==> config.mk <==
export PLATFORM = sky130hd
export DESIGN_NAME = fir_coeff_load_ctrl_flat
export DESIGN_NICKNAME = d
export VERILOG_FILES = /design/src/rtl/fir_coeff_load_ctrl_if.sv /design/src/rtl/fir_coeff_load_ctrl.sv /design/src/flat_wrapper.sv
export SDC_FILE = /design/constraint.sdc
export NUM_CORES = 1
export LEC_CHECK = 0
export CORE_MARGIN = 1
export CORE_UTILIZATION = 38
export CTS_CLUSTER_DIAMETER = 40
export CTS_CLUSTER_SIZE = 8
export DETAILED_ROUTE_END_ITERATION = 8
export GPL_ROUTABILITY_DRIVEN = 0
export GPL_TIMING_DRIVEN = 0
export PLACE_DENSITY = 0.65
export SLEW_MARGIN = 20
export SYNTH_ARGS = -nofsm -noshare
export SYNTH_HDL_FRONTEND = slang
export SYNTH_SLANG_ARGS = --single-unit
==> constraint.sdc <==
create_clock -name iClk_12M -period 2.2 [get_ports iClk_12M]
set_clock_uncertainty 0.15 [all_clocks]
set_input_delay 0.66 -clock iClk_12M [delete_from_list [all_inputs] [get_ports iClk_12M]]
set_output_delay 0.66 -clock iClk_12M [all_outputs]
set_load 0.05 [all_outputs]
==> src/rtl/fir_coeff_load_ctrl_if.sv <==
// Bundles the coefficient-load request, the coefficient stream and the FIR/RAM control outputs.
// No logic and no latency: signals only.
// Backpressure is carried by oCoefReady; the master must hold iCoefValid/iCoefData until accepted.
interface fir_coeff_load_ctrl_if #(
  parameter int P_COEF_W = 16,
  parameter int P_ADDR_W = 6
);
  logic                iLoadReq;
  logic [P_ADDR_W-1:0] iNumOfCoeff;
  logic                iCoefValid;
  logic [P_COEF_W-1:0] iCoefData;
  logic                oCoefReady;
  logic                oEnSample_300k;
  logic                oCoeffiUpdateFlag;
  logic                oCsnRam;
  logic                oWrnRam;
  logic [P_ADDR_W-1:0] oAddrRam;
  logic [P_COEF_W-1:0] oWrDtRam;
  logic [P_ADDR_W-1:0] oNumOfCoeff;
  logic                oBusy;
  logic                oDone;
  logic                oErr;

  // Side that requests loads and streams coefficients.
  modport master (
    output iLoadReq, iNumOfCoeff, iCoefValid, iCoefData,
    input  oCoefReady, oEnSample_300k, oCoeffiUpdateFlag, oCsnRam, oWrnRam,
    input  oAddrRam, oWrDtRam, oNumOfCoeff, oBusy, oDone, oErr
  );

  // The load controller itself.
  modport slave (
    input  iLoadReq, iNumOfCoeff, iCoefValid, iCoefData,
    output oCoefReady, oEnSample_300k, oCoeffiUpdateFlag, oCsnRam, oWrnRam,
    output oAddrRam, oWrDtRam, oNumOfCoeff, oBusy, oDone, oErr
  );
endinterface

==> src/rtl/fir_coeff_load_ctrl.sv <==
// FIR coefficient load sequencer plus 300 kHz sample-enable generator.
// Latency: request -> LOAD next cycle; accepted word -> RAM write next cycle; last write -> DONE next cycle.
// Backpressure: oCoefReady drops once the requested word count is accepted; gaps in iCoefValid just stall.
module fir_coeff_load_ctrl #(
  parameter int P_NUM_TAPS   = 33,
  parameter int P_SAMPLE_DIV = 40,
  parameter int P_COEF_W     = 16,
  parameter int P_ADDR_W     = 6
) (
  input  logic                  iClk_12M,
  input  logic                  iRst,
  fir_coeff_load_ctrl_if.slave  bus
);

  localparam int                  CNT_W    = (P_SAMPLE_DIV > 1) ? $clog2(P_SAMPLE_DIV) : 1;
  localparam logic [CNT_W-1:0]    CNT_LAST = CNT_W'(P_SAMPLE_DIV - 1);
  // P_NUM_TAPS must be representable in P_ADDR_W bits for the range check to hold.
  localparam logic [P_ADDR_W-1:0] MAX_TAPS = P_ADDR_W'(P_NUM_TAPS);

  typedef enum logic [1:0] {
    IDLE = 2'd0,
    LOAD = 2'd1,
    DONE = 2'd2,
    RUN  = 2'd3
  } state_t;

  state_t              state_q;
  logic [CNT_W-1:0]    cnt_q;
  logic [CNT_W-1:0]    cnt_d;
  logic [P_ADDR_W-1:0] num_q;      // count latched at request time
  logic [P_ADDR_W-1:0] idx_q;      // words accepted so far in this load
  logic [P_ADDR_W-1:0] idx_inc;
  logic [P_ADDR_W-1:0] addr_q;
  logic [P_ADDR_W-1:0] tap_q;      // tap count currently in use by the FIR
  logic [P_COEF_W-1:0] wdat_q;
  logic                en_q;
  logic                flag_q;
  logic                csn_q;
  logic                wrn_q;
  logic                ready_q;
  logic                busy_q;
  logic                done_q;
  logic                err_q;
  logic                req_ok;
  logic                accept;
  logic                sample_hit;

  // Next sample-counter value: free-running wrap, restarted on the DONE cycle so
  // the first enable lands exactly P_SAMPLE_DIV cycles after DONE.
  always_comb begin
    cnt_d = cnt_q + 1'b1;
    if (state_q == DONE || cnt_q == CNT_LAST) begin
      cnt_d = '0;
    end
  end

  // The enable register is loaded from the next count so it lines up with the
  // counter sitting at its terminal value.
  assign sample_hit = (cnt_d == CNT_LAST);
  assign req_ok     = (bus.iNumOfCoeff != '0) && (bus.iNumOfCoeff <= MAX_TAPS);
  assign accept     = (state_q == LOAD) && bus.iCoefValid && ready_q;
  assign idx_inc    = idx_q + 1'b1;

  // Control FSM with all outputs registered alongside the state.
  always_ff @(posedge iClk_12M or posedge iRst) begin
    if (iRst) begin
      state_q <= IDLE;
      cnt_q   <= '0;
      num_q   <= '0;
      idx_q   <= '0;
      addr_q  <= '0;
      tap_q   <= '0;
      wdat_q  <= '0;
      en_q    <= 1'b0;
      flag_q  <= 1'b0;
      csn_q   <= 1'b1;
      wrn_q   <= 1'b1;
      ready_q <= 1'b0;
      busy_q  <= 1'b0;
      done_q  <= 1'b0;
      err_q   <= 1'b0;
    end else begin
      cnt_q  <= cnt_d;
      // Pulses and the write strobe default inactive every cycle.
      en_q   <= 1'b0;
      wrn_q  <= 1'b1;
      done_q <= 1'b0;
      err_q  <= 1'b0;
      case (state_q)
        IDLE, RUN: begin
          if (state_q == RUN) begin
            en_q <= sample_hit;
          end
          if (bus.iLoadReq) begin
            if (req_ok) begin
              // Old tap count stays live on oNumOfCoeff until the new DONE.
              state_q <= LOAD;
              num_q   <= bus.iNumOfCoeff;
              idx_q   <= '0;
              flag_q  <= 1'b1;
              csn_q   <= 1'b0;
              busy_q  <= 1'b1;
              ready_q <= 1'b1;
              en_q    <= 1'b0;
            end else begin
              // Rejected request: only the error pulse, nothing else moves.
              err_q <= 1'b1;
            end
          end
        end
        LOAD: begin
          if (accept) begin
            wrn_q   <= 1'b0;
            addr_q  <= idx_inc;
            wdat_q  <= bus.iCoefData;
            idx_q   <= idx_inc;
            ready_q <= (idx_inc < num_q);
          end else if (idx_q == num_q) begin
            // Reached on the cycle carrying the final write.
            state_q <= DONE;
            flag_q  <= 1'b0;
            done_q  <= 1'b1;
            tap_q   <= num_q;
          end
        end
        DONE: begin
          state_q <= RUN;
          busy_q  <= 1'b0;
        end
        default: begin
          state_q <= IDLE;
        end
      endcase
    end
  end

  assign bus.oCoefReady        = ready_q;
  assign bus.oEnSample_300k    = en_q;
  assign bus.oCoeffiUpdateFlag = flag_q;
  assign bus.oCsnRam           = csn_q;
  assign bus.oWrnRam           = wrn_q;
  assign bus.oAddrRam          = addr_q;
  assign bus.oWrDtRam          = wdat_q;
  assign bus.oNumOfCoeff       = tap_q;
  assign bus.oBusy             = busy_q;
  assign bus.oDone             = done_q;
  assign bus.oErr              = err_q;

endmodule

==> src/flat_wrapper.sv <==
// flat-port wrapper written by rule: the top's interface ports become plain ports
module fir_coeff_load_ctrl_flat 
#(
  parameter int P_NUM_TAPS   = 33,
  parameter int P_SAMPLE_DIV = 40,
  parameter int P_COEF_W     = 16,
  parameter int P_ADDR_W     = 6
)
  (iClk_12M, iRst, bus_iLoadReq, bus_iNumOfCoeff, bus_iCoefValid, bus_iCoefData, bus_oCoefReady, bus_oEnSample_300k, bus_oCoeffiUpdateFlag, bus_oCsnRam, bus_oWrnRam, bus_oAddrRam, bus_oWrDtRam, bus_oNumOfCoeff, bus_oBusy, bus_oDone, bus_oErr);
  fir_coeff_load_ctrl_if #(.P_COEF_W(P_COEF_W), .P_ADDR_W(P_ADDR_W)) bus_i ();
  input  logic iClk_12M;
  input  logic iRst;
  input wire logic [$bits(bus_i.iLoadReq)-1:0] bus_iLoadReq;
  input wire logic [$bits(bus_i.iNumOfCoeff)-1:0] bus_iNumOfCoeff;
  input wire logic [$bits(bus_i.iCoefValid)-1:0] bus_iCoefValid;
  input wire logic [$bits(bus_i.iCoefData)-1:0] bus_iCoefData;
  output wire logic [$bits(bus_i.oCoefReady)-1:0] bus_oCoefReady;
  output wire logic [$bits(bus_i.oEnSample_300k)-1:0] bus_oEnSample_300k;
  output wire logic [$bits(bus_i.oCoeffiUpdateFlag)-1:0] bus_oCoeffiUpdateFlag;
  output wire logic [$bits(bus_i.oCsnRam)-1:0] bus_oCsnRam;
  output wire logic [$bits(bus_i.oWrnRam)-1:0] bus_oWrnRam;
  output wire logic [$bits(bus_i.oAddrRam)-1:0] bus_oAddrRam;
  output wire logic [$bits(bus_i.oWrDtRam)-1:0] bus_oWrDtRam;
  output wire logic [$bits(bus_i.oNumOfCoeff)-1:0] bus_oNumOfCoeff;
  output wire logic [$bits(bus_i.oBusy)-1:0] bus_oBusy;
  output wire logic [$bits(bus_i.oDone)-1:0] bus_oDone;
  output wire logic [$bits(bus_i.oErr)-1:0] bus_oErr;
  assign bus_i.iLoadReq = bus_iLoadReq;
  assign bus_i.iNumOfCoeff = bus_iNumOfCoeff;
  assign bus_i.iCoefValid = bus_iCoefValid;
  assign bus_i.iCoefData = bus_iCoefData;
  assign bus_oCoefReady = bus_i.oCoefReady;
  assign bus_oEnSample_300k = bus_i.oEnSample_300k;
  assign bus_oCoeffiUpdateFlag = bus_i.oCoeffiUpdateFlag;
  assign bus_oCsnRam = bus_i.oCsnRam;
  assign bus_oWrnRam = bus_i.oWrnRam;
  assign bus_oAddrRam = bus_i.oAddrRam;
  assign bus_oWrDtRam = bus_i.oWrDtRam;
  assign bus_oNumOfCoeff = bus_i.oNumOfCoeff;
  assign bus_oBusy = bus_i.oBusy;
  assign bus_oDone = bus_i.oDone;
  assign bus_oErr = bus_i.oErr;
  fir_coeff_load_ctrl #(.P_NUM_TAPS(P_NUM_TAPS), .P_SAMPLE_DIV(P_SAMPLE_DIV), .P_COEF_W(P_COEF_W), .P_ADDR_W(P_ADDR_W)) u_core (.iClk_12M(iClk_12M), .iRst(iRst), .bus(bus_i));
endmodule
### Yosys cells after proc, flatten, opt, wreduce, memory -nomap -nowiden

Cells that the tools add are included.

| word-level totals | value |
|---|---|
| register bits after elaboration | 56 |
| input port bits | 26 |
| output and inout port bits | 36 |

| cells by class | value |
|---|---|
| $add $sub $neg | 2 |
| $lt $le $gt $ge | 2 |
| eq/ne operators | 11 |
| mux-type cells | 30 |
| bitwise operators | 1 |
| reduce and logical (&&, ||, !) cells | 16 |

Operator list:

| kind | count |
|---|---|
| 6-bit 2-to-1 mux | 4 |
| 1-bit 2-to-1 mux | 17 |
| 6-bit by 1-bit adder with 6-bit output, second input constant | 2 |
| 6-bit equality test, second input constant | 2 |
| 6-bit one-hot mux with 2 select lines | 1 |
| 3-bit AND reduction | 3 |
| 2-bit 2-to-1 mux | 4 |
| 4-bit AND reduction | 2 |
| 6-bit equality test | 1 |
| 6-bit less-or-equal comparator, second input constant | 1 |
| 6-bit less-than comparator | 1 |
| 2-bit != test, second input constant | 3 |
| 1-bit one-hot mux with 2 select lines | 3 |
| 2-bit one-hot mux with 3 select lines | 1 |
| 6-bit nonzero test | 1 |
| 5-bit AND reduction | 1 |
| 2-bit equality test, second input constant | 2 |
| 2-bit by 1-bit != test with 1-bit output, second input constant | 2 |
| 2-bit nonzero test | 2 |
| 1-bit logical AND | 3 |
| 2-bit by 1-bit equality test with 1-bit output, second input constant | 1 |
| 2-bit zero test | 1 |
| 2-bit AND reduction | 1 |
| 2-bit OR reduction | 1 |
| 2 further kinds | 2 |

### Longest topological paths before layout

Gate-level depths: netlist of run 1.

| logic depth | value |
|---|---|
| word-level depth | 8 |
| gate-level depth with buffers | 9 |

### Worst setup path after synthesis of run 1

OpenSTA, ideal clock, no wires.

| timing path | value |
|---|---|
| kind | input port to flip-flop |
| from | in bus_iNumOfCoeff[1] |
| to | reg u_core.idx_q[5] |
| library setup time | 0.124 ns |
| arrival time | 2.196 ns |
| path slack | -0.270 ns |
| stages | 5 |
| buffers on the path | 1 |
| path through | or4_4 -> buf_6 -> mux2i_4 -> a311o_2 -> a211o_1 |

| on the way | value |
|---|---|
| cells in the longest elaborated chain, start to end | 4 |
| elaborated cells between the ends (all ways) | 5 |

RTL lines:

| what | line | RTL |
|---|---|---|
| from (decl) | flat_wrapper.sv:14 | `input wire logic [$bits(bus_i.iNumOfCoeff)-1:0] bus_iNumOfCoeff;` |
| 6-bit less-or-equal comparator / 6-bit nonzero test (equally long branches) | fir_coeff_load_ctrl.sv:60 | `assign req_ok = (bus.iNumOfCoeff != '0) && (bus.iNumOfCoeff <= MAX_TAPS);` |
| 1-bit logical AND (*) | fir_coeff_load_ctrl.sv:60 |  |
| 2-bit by 1-bit != test with 1-bit output (no line) (*) | -- |  |
| 4-bit AND reduction (no line) (*) | -- |  |
| to (signal assigned) | fir_coeff_load_ctrl.sv:116 | `idx_q <= idx_inc;` |
| to (decl) | fir_coeff_load_ctrl.sv:31 | `logic [P_ADDR_W-1:0] idx_q;` |

Every way passes the cells marked *; elsewhere a longest branch is shown, timed or not.
A chain may end at the register's enable or synchronous reset.

### Final worst setup path of run 1

| timing path | value |
|---|---|
| from | in bus_iNumOfCoeff[3] |
| to | reg u_core.idx_q[2] |

Same word-level chain as after synthesis.

==> flow_summary.yaml, run 1 <==
status:
  result_of_the_run: "finished clean"
worst_setup_path:
  cp_num_buf_inv: 2
  maximum_fanout_count_along_the_critical_path: 5
  rr_endpoint: "u_core.bus.oCoefReady$_DFFE_PP0P_"
  cp.depth: 6
  slowest_delay_ps: 560
  critPathLaunch: "bus_iNumOfCoeff[3]"
  critical_path.cell_chain: "buf_2 > or4_4 > buf_12 > mux2i_4 > a21o_2 > a221o_1"
  cp_slowest_cell: "or4_4"
  arrival_time_reported_for_the_critical_path_endpoint_ps: 2250
  worst-setup-path-type: "input port to flip-flop"
  data_required_time_of_the_worst_path_ps: 2260
  timing.critical_path.max_delay_family: "simple AND/OR/NAND/NOR gates"
  r2r_cells: 8
  worst_r2r_startpoint: "u_core.idx_q[0]$_DFFE_PP0P_"
  setup.worst_path.end: "u_core.idx_q[2]$_DFFE_PP0P_"
  timing.critical_path.from_type: "input port"
  setup.worst_path.end_class: "flip-flop"
  timing.reg2reg.setup_slack_ps: 50
synthesis:
  synth_cells: 268
  yosysWarnings: 0
  yosysSeqAreaShare: 0.515
  synth.cell_area_mm2: 0.00273
  synth.avg_cell_area_um2: 10.2
  synth-async-reset-ratio: 1.00
  synth.net_count: 306
  yosys_register_bits: 56
  synthFlopType: "dfrtp_1"
  synth_enable_flop_cells: 0
  number_of_distinct_standard_cells_referenced_by_the_synthesized_netlist: 48
drt:
  dr.pass1.iters: 4
  drc_violations_left: 0
  wire_per_inst_um: 14.1
  drt_iter0_drc: 153
  wl_mm: 6.23
  via_per_inst: 4.95
  ant_nets: 0
  num_vias: 2193
sta:
  setup_viol_count_final: 0
  final_number_of_hold_violating_endpoints: 0
  slew_violations: 0
  rsz0062_at_grt: "true"
  max_freq_mhz: 456
  slew_hr: 0.530
  final_period_minus_worst_setup_slack_ps: 2190
  fin_crit_sh: 0.997
  tightestPinTransition_ps: 704
floorplanning:
  core_area_mm2: 0.00687
  initial_core_utilization: 0.397
  fp.dieArea_mm2: 0.00752
  top_level_ports: 62
  chipWidth_um: 86.7
  chipHeight_um: 86.7
  placementRows: 30
layout:
  final_common_cell: "nand2_1"
  post_route_cells_drive_above_1_share: 0.184
  layout-area-overhead-vs-synth_pct: 34.9
  antenna_cells_inserted: 0
  utilization: 0.536
  mostFrequentLayoutCells: "nand2_1 (61), dfrtp_1 (49), dlygate4sd2_1 (36), clkdlybuf4s50_1 (20)"
  design_area_mm2: 0.00368
  fin_nets: 384
grt:
  pin_count_of_the_biggest_net_entering_global_routing: 57
  gr-usage-all-layers: 0.176
  vias_in_the_first_global_route: 2140
  wire_length_of_the_first_global_routing_pass_mm: 10.4
  grt_antenna_before_repair: 0
  globalRoute.totalOverflow: 0
cts:
  cts.root.buffer_cell: "clkbuf_8"
  cts_made_buffers: 5
  clock_path_buffers: 2
  clk_pin_slew_worst_paths_ps: 100
  cts_hold_buf: 0
  cts-htree-levels: 2
  clock_insertion_delay_worst_skew_ps: 320
  cts_sinks: 56
  tritoncts: "built"
pwr:
  p_leak_uw: 0.00189
  areal_power_density_over_the_cells_mw_per_mm2: 1320
  p_total_uw: 4850
  irDropWorstVdd_uv: 587
place:
  dpl.hpwl_mm: 4.07
  number_of_buffers_inserted_by_port_buffering: 61
  placed_cell_area_mm2: 0.00347
min_path:
  hold_path_class: "flip-flop to flip-flop"
job:
  cap_violations: 0
==> synthesized netlist by cell type (4+ instances only) <==
cell type | count | area [um2]
ha_1 | 12 | 150
nor2_1 | 17 | 63.8
mux2_2 | 13 | 146
o21ai_0 | 6 | 30.0
mux2i_1 | 4 | 40.0
inv_1 | 18 | 67.6
clkbuf_1 | 6 | 22.5
xor2_1 | 8 | 70.1
xnor2_1 | 4 | 35.0
nand3_1 | 6 | 30.0
and3_1 | 5 | 31.3
nand2_1 | 61 | 229
dfrtp_1 | 54 | 1350
==> layer usage <==
metal	wire length (um)	up-vias	track usage
met5	0	-	0
met1	2820	1050	0.226
met3	230	14	0.0314
met2	3050	53	0.302
li1	-	1076	-
met4	125	0	0.0576
==> area by class of cell <==
class	count	area, um2
Timing Repair Buffer	74	674
Tap cell	96	120
Fill cell	632	3190
Multi-Input combinational cell	183	1280
Inverter	19	75.1
Sequential cell	56	1410
Clock inverter	1	5.00
Clock buffer	7	76.3
Buffer	7	38.8
==> where the power goes <==
part	total, uW	internal (uW)	leakage, uW	switching [uW]
clock network	562	225	0.0000422	337
logic	2580	883	0.00115	1700
registers	1710	1410	0.000693	294
total	4850	2520	0.00189	2330
==> cell families (layout without fill, tap and decap cells) <==
family	count (synthesis)	after routing	share of synthesized area
AOI/OAI and AO/OA	36	36	0.101
xor gates and xnor gates	12	12	0.0385
DFF	56	56	0.515
and+or+nand+nor	104	104	0.168
buffers and inverters	30	108	0.0459
adders and majority gates	12	12	0.0550
muxes	18	19	0.0766
==> worst register-to-register path, stage by stage, from the launching register on <==
cell	delay, ps
dfrtp_2	430
nand4_1	150
or3_1	390
nand2_1	170
ha_1	280
nand4_1	110
a21oi_1	50
o211a_1	200
o22ai_1	160
==> through the flow <==
stage | instances | hold WS, ps | TNS [ps] | worst slack [ps]
after floorplan | 268 | 296 | -1410 | -161
after global placement | 425 | 307 | -83580 | -1020
after detailed placement | 425 | 312 | -28100 | -722
after CTS | 437 | 334 | 0 | 4.85
after global routing | 443 | 350 | -60.1 | -16.0
final | 443 | 327 | 0 | 7.67
==> flip-flops by register name, indices dropped and copies added (netlist names) <==
| name | flops |
|---|---|
| u_core.bus.oBusy | 1 |
| u_core.state_q | 2 |
| u_core.bus.oCoeffiUpdateFlag | 1 |
| u_core.bus.oDone | 1 |
| u_core.bus.oErr | 1 |
| u_core.bus.oNumOfCoeff | 6 |
| u_core.bus.oAddrRam | 6 |
| u_core.bus.oWrnRam | 1 |
| u_core.idx_q | 6 |
| u_core.bus.oCoefReady | 1 |
| u_core.num_q | 6 |
| u_core.cnt_q | 6 |
| u_core.bus.oCsnRam | 1 |
| u_core.bus.oWrDtRam | 16 |
| u_core.bus.oEnSample_300k | 1 |
==> worst min-delay path by stage <==
stage               cells past startpoint  slack (ps)                                from                            endpoint
floorplan                               1         300           u_core.cnt_q[0]$_DFF_PP0_           u_core.cnt_q[0]$_DFF_PP0_
global placement                        2         310  u_core.bus.oWrDtRam[8]$_DFFE_PP0P_  u_core.bus.oWrDtRam[8]$_DFFE_PP0P_
detailed placement                      2         310  u_core.bus.oAddrRam[2]$_DFFE_PP0P_  u_core.bus.oAddrRam[2]$_DFFE_PP0P_
CTS                                     2         330  u_core.bus.oWrDtRam[0]$_DFFE_PP0P_  u_core.bus.oWrDtRam[0]$_DFFE_PP0P_
global route                            1         350      u_core.bus.oCsnRam$_DFFE_PP1P_      u_core.bus.oCsnRam$_DFFE_PP1P_
finish                                  2         330  u_core.bus.oWrDtRam[0]$_DFFE_PP0P_  u_core.bus.oWrDtRam[0]$_DFFE_PP0P_
==> repair_timing <==
action	in CTS	in global routing
resized for setup	66	15
setup endpoints to repair	83	17
gates cloned	1	0
pin swaps	5	2
setup buffers	7	6
Note: power is estimated with default switching activity, not from simulation.
==> run 2: changes to the inputs <==
- CAP_MARGIN: default -> 20
- CORE_MARGIN: 1 -> default
==> results of run 2 <==
Same layout as run 1: the final DEF is identical, and so are final timing and power.
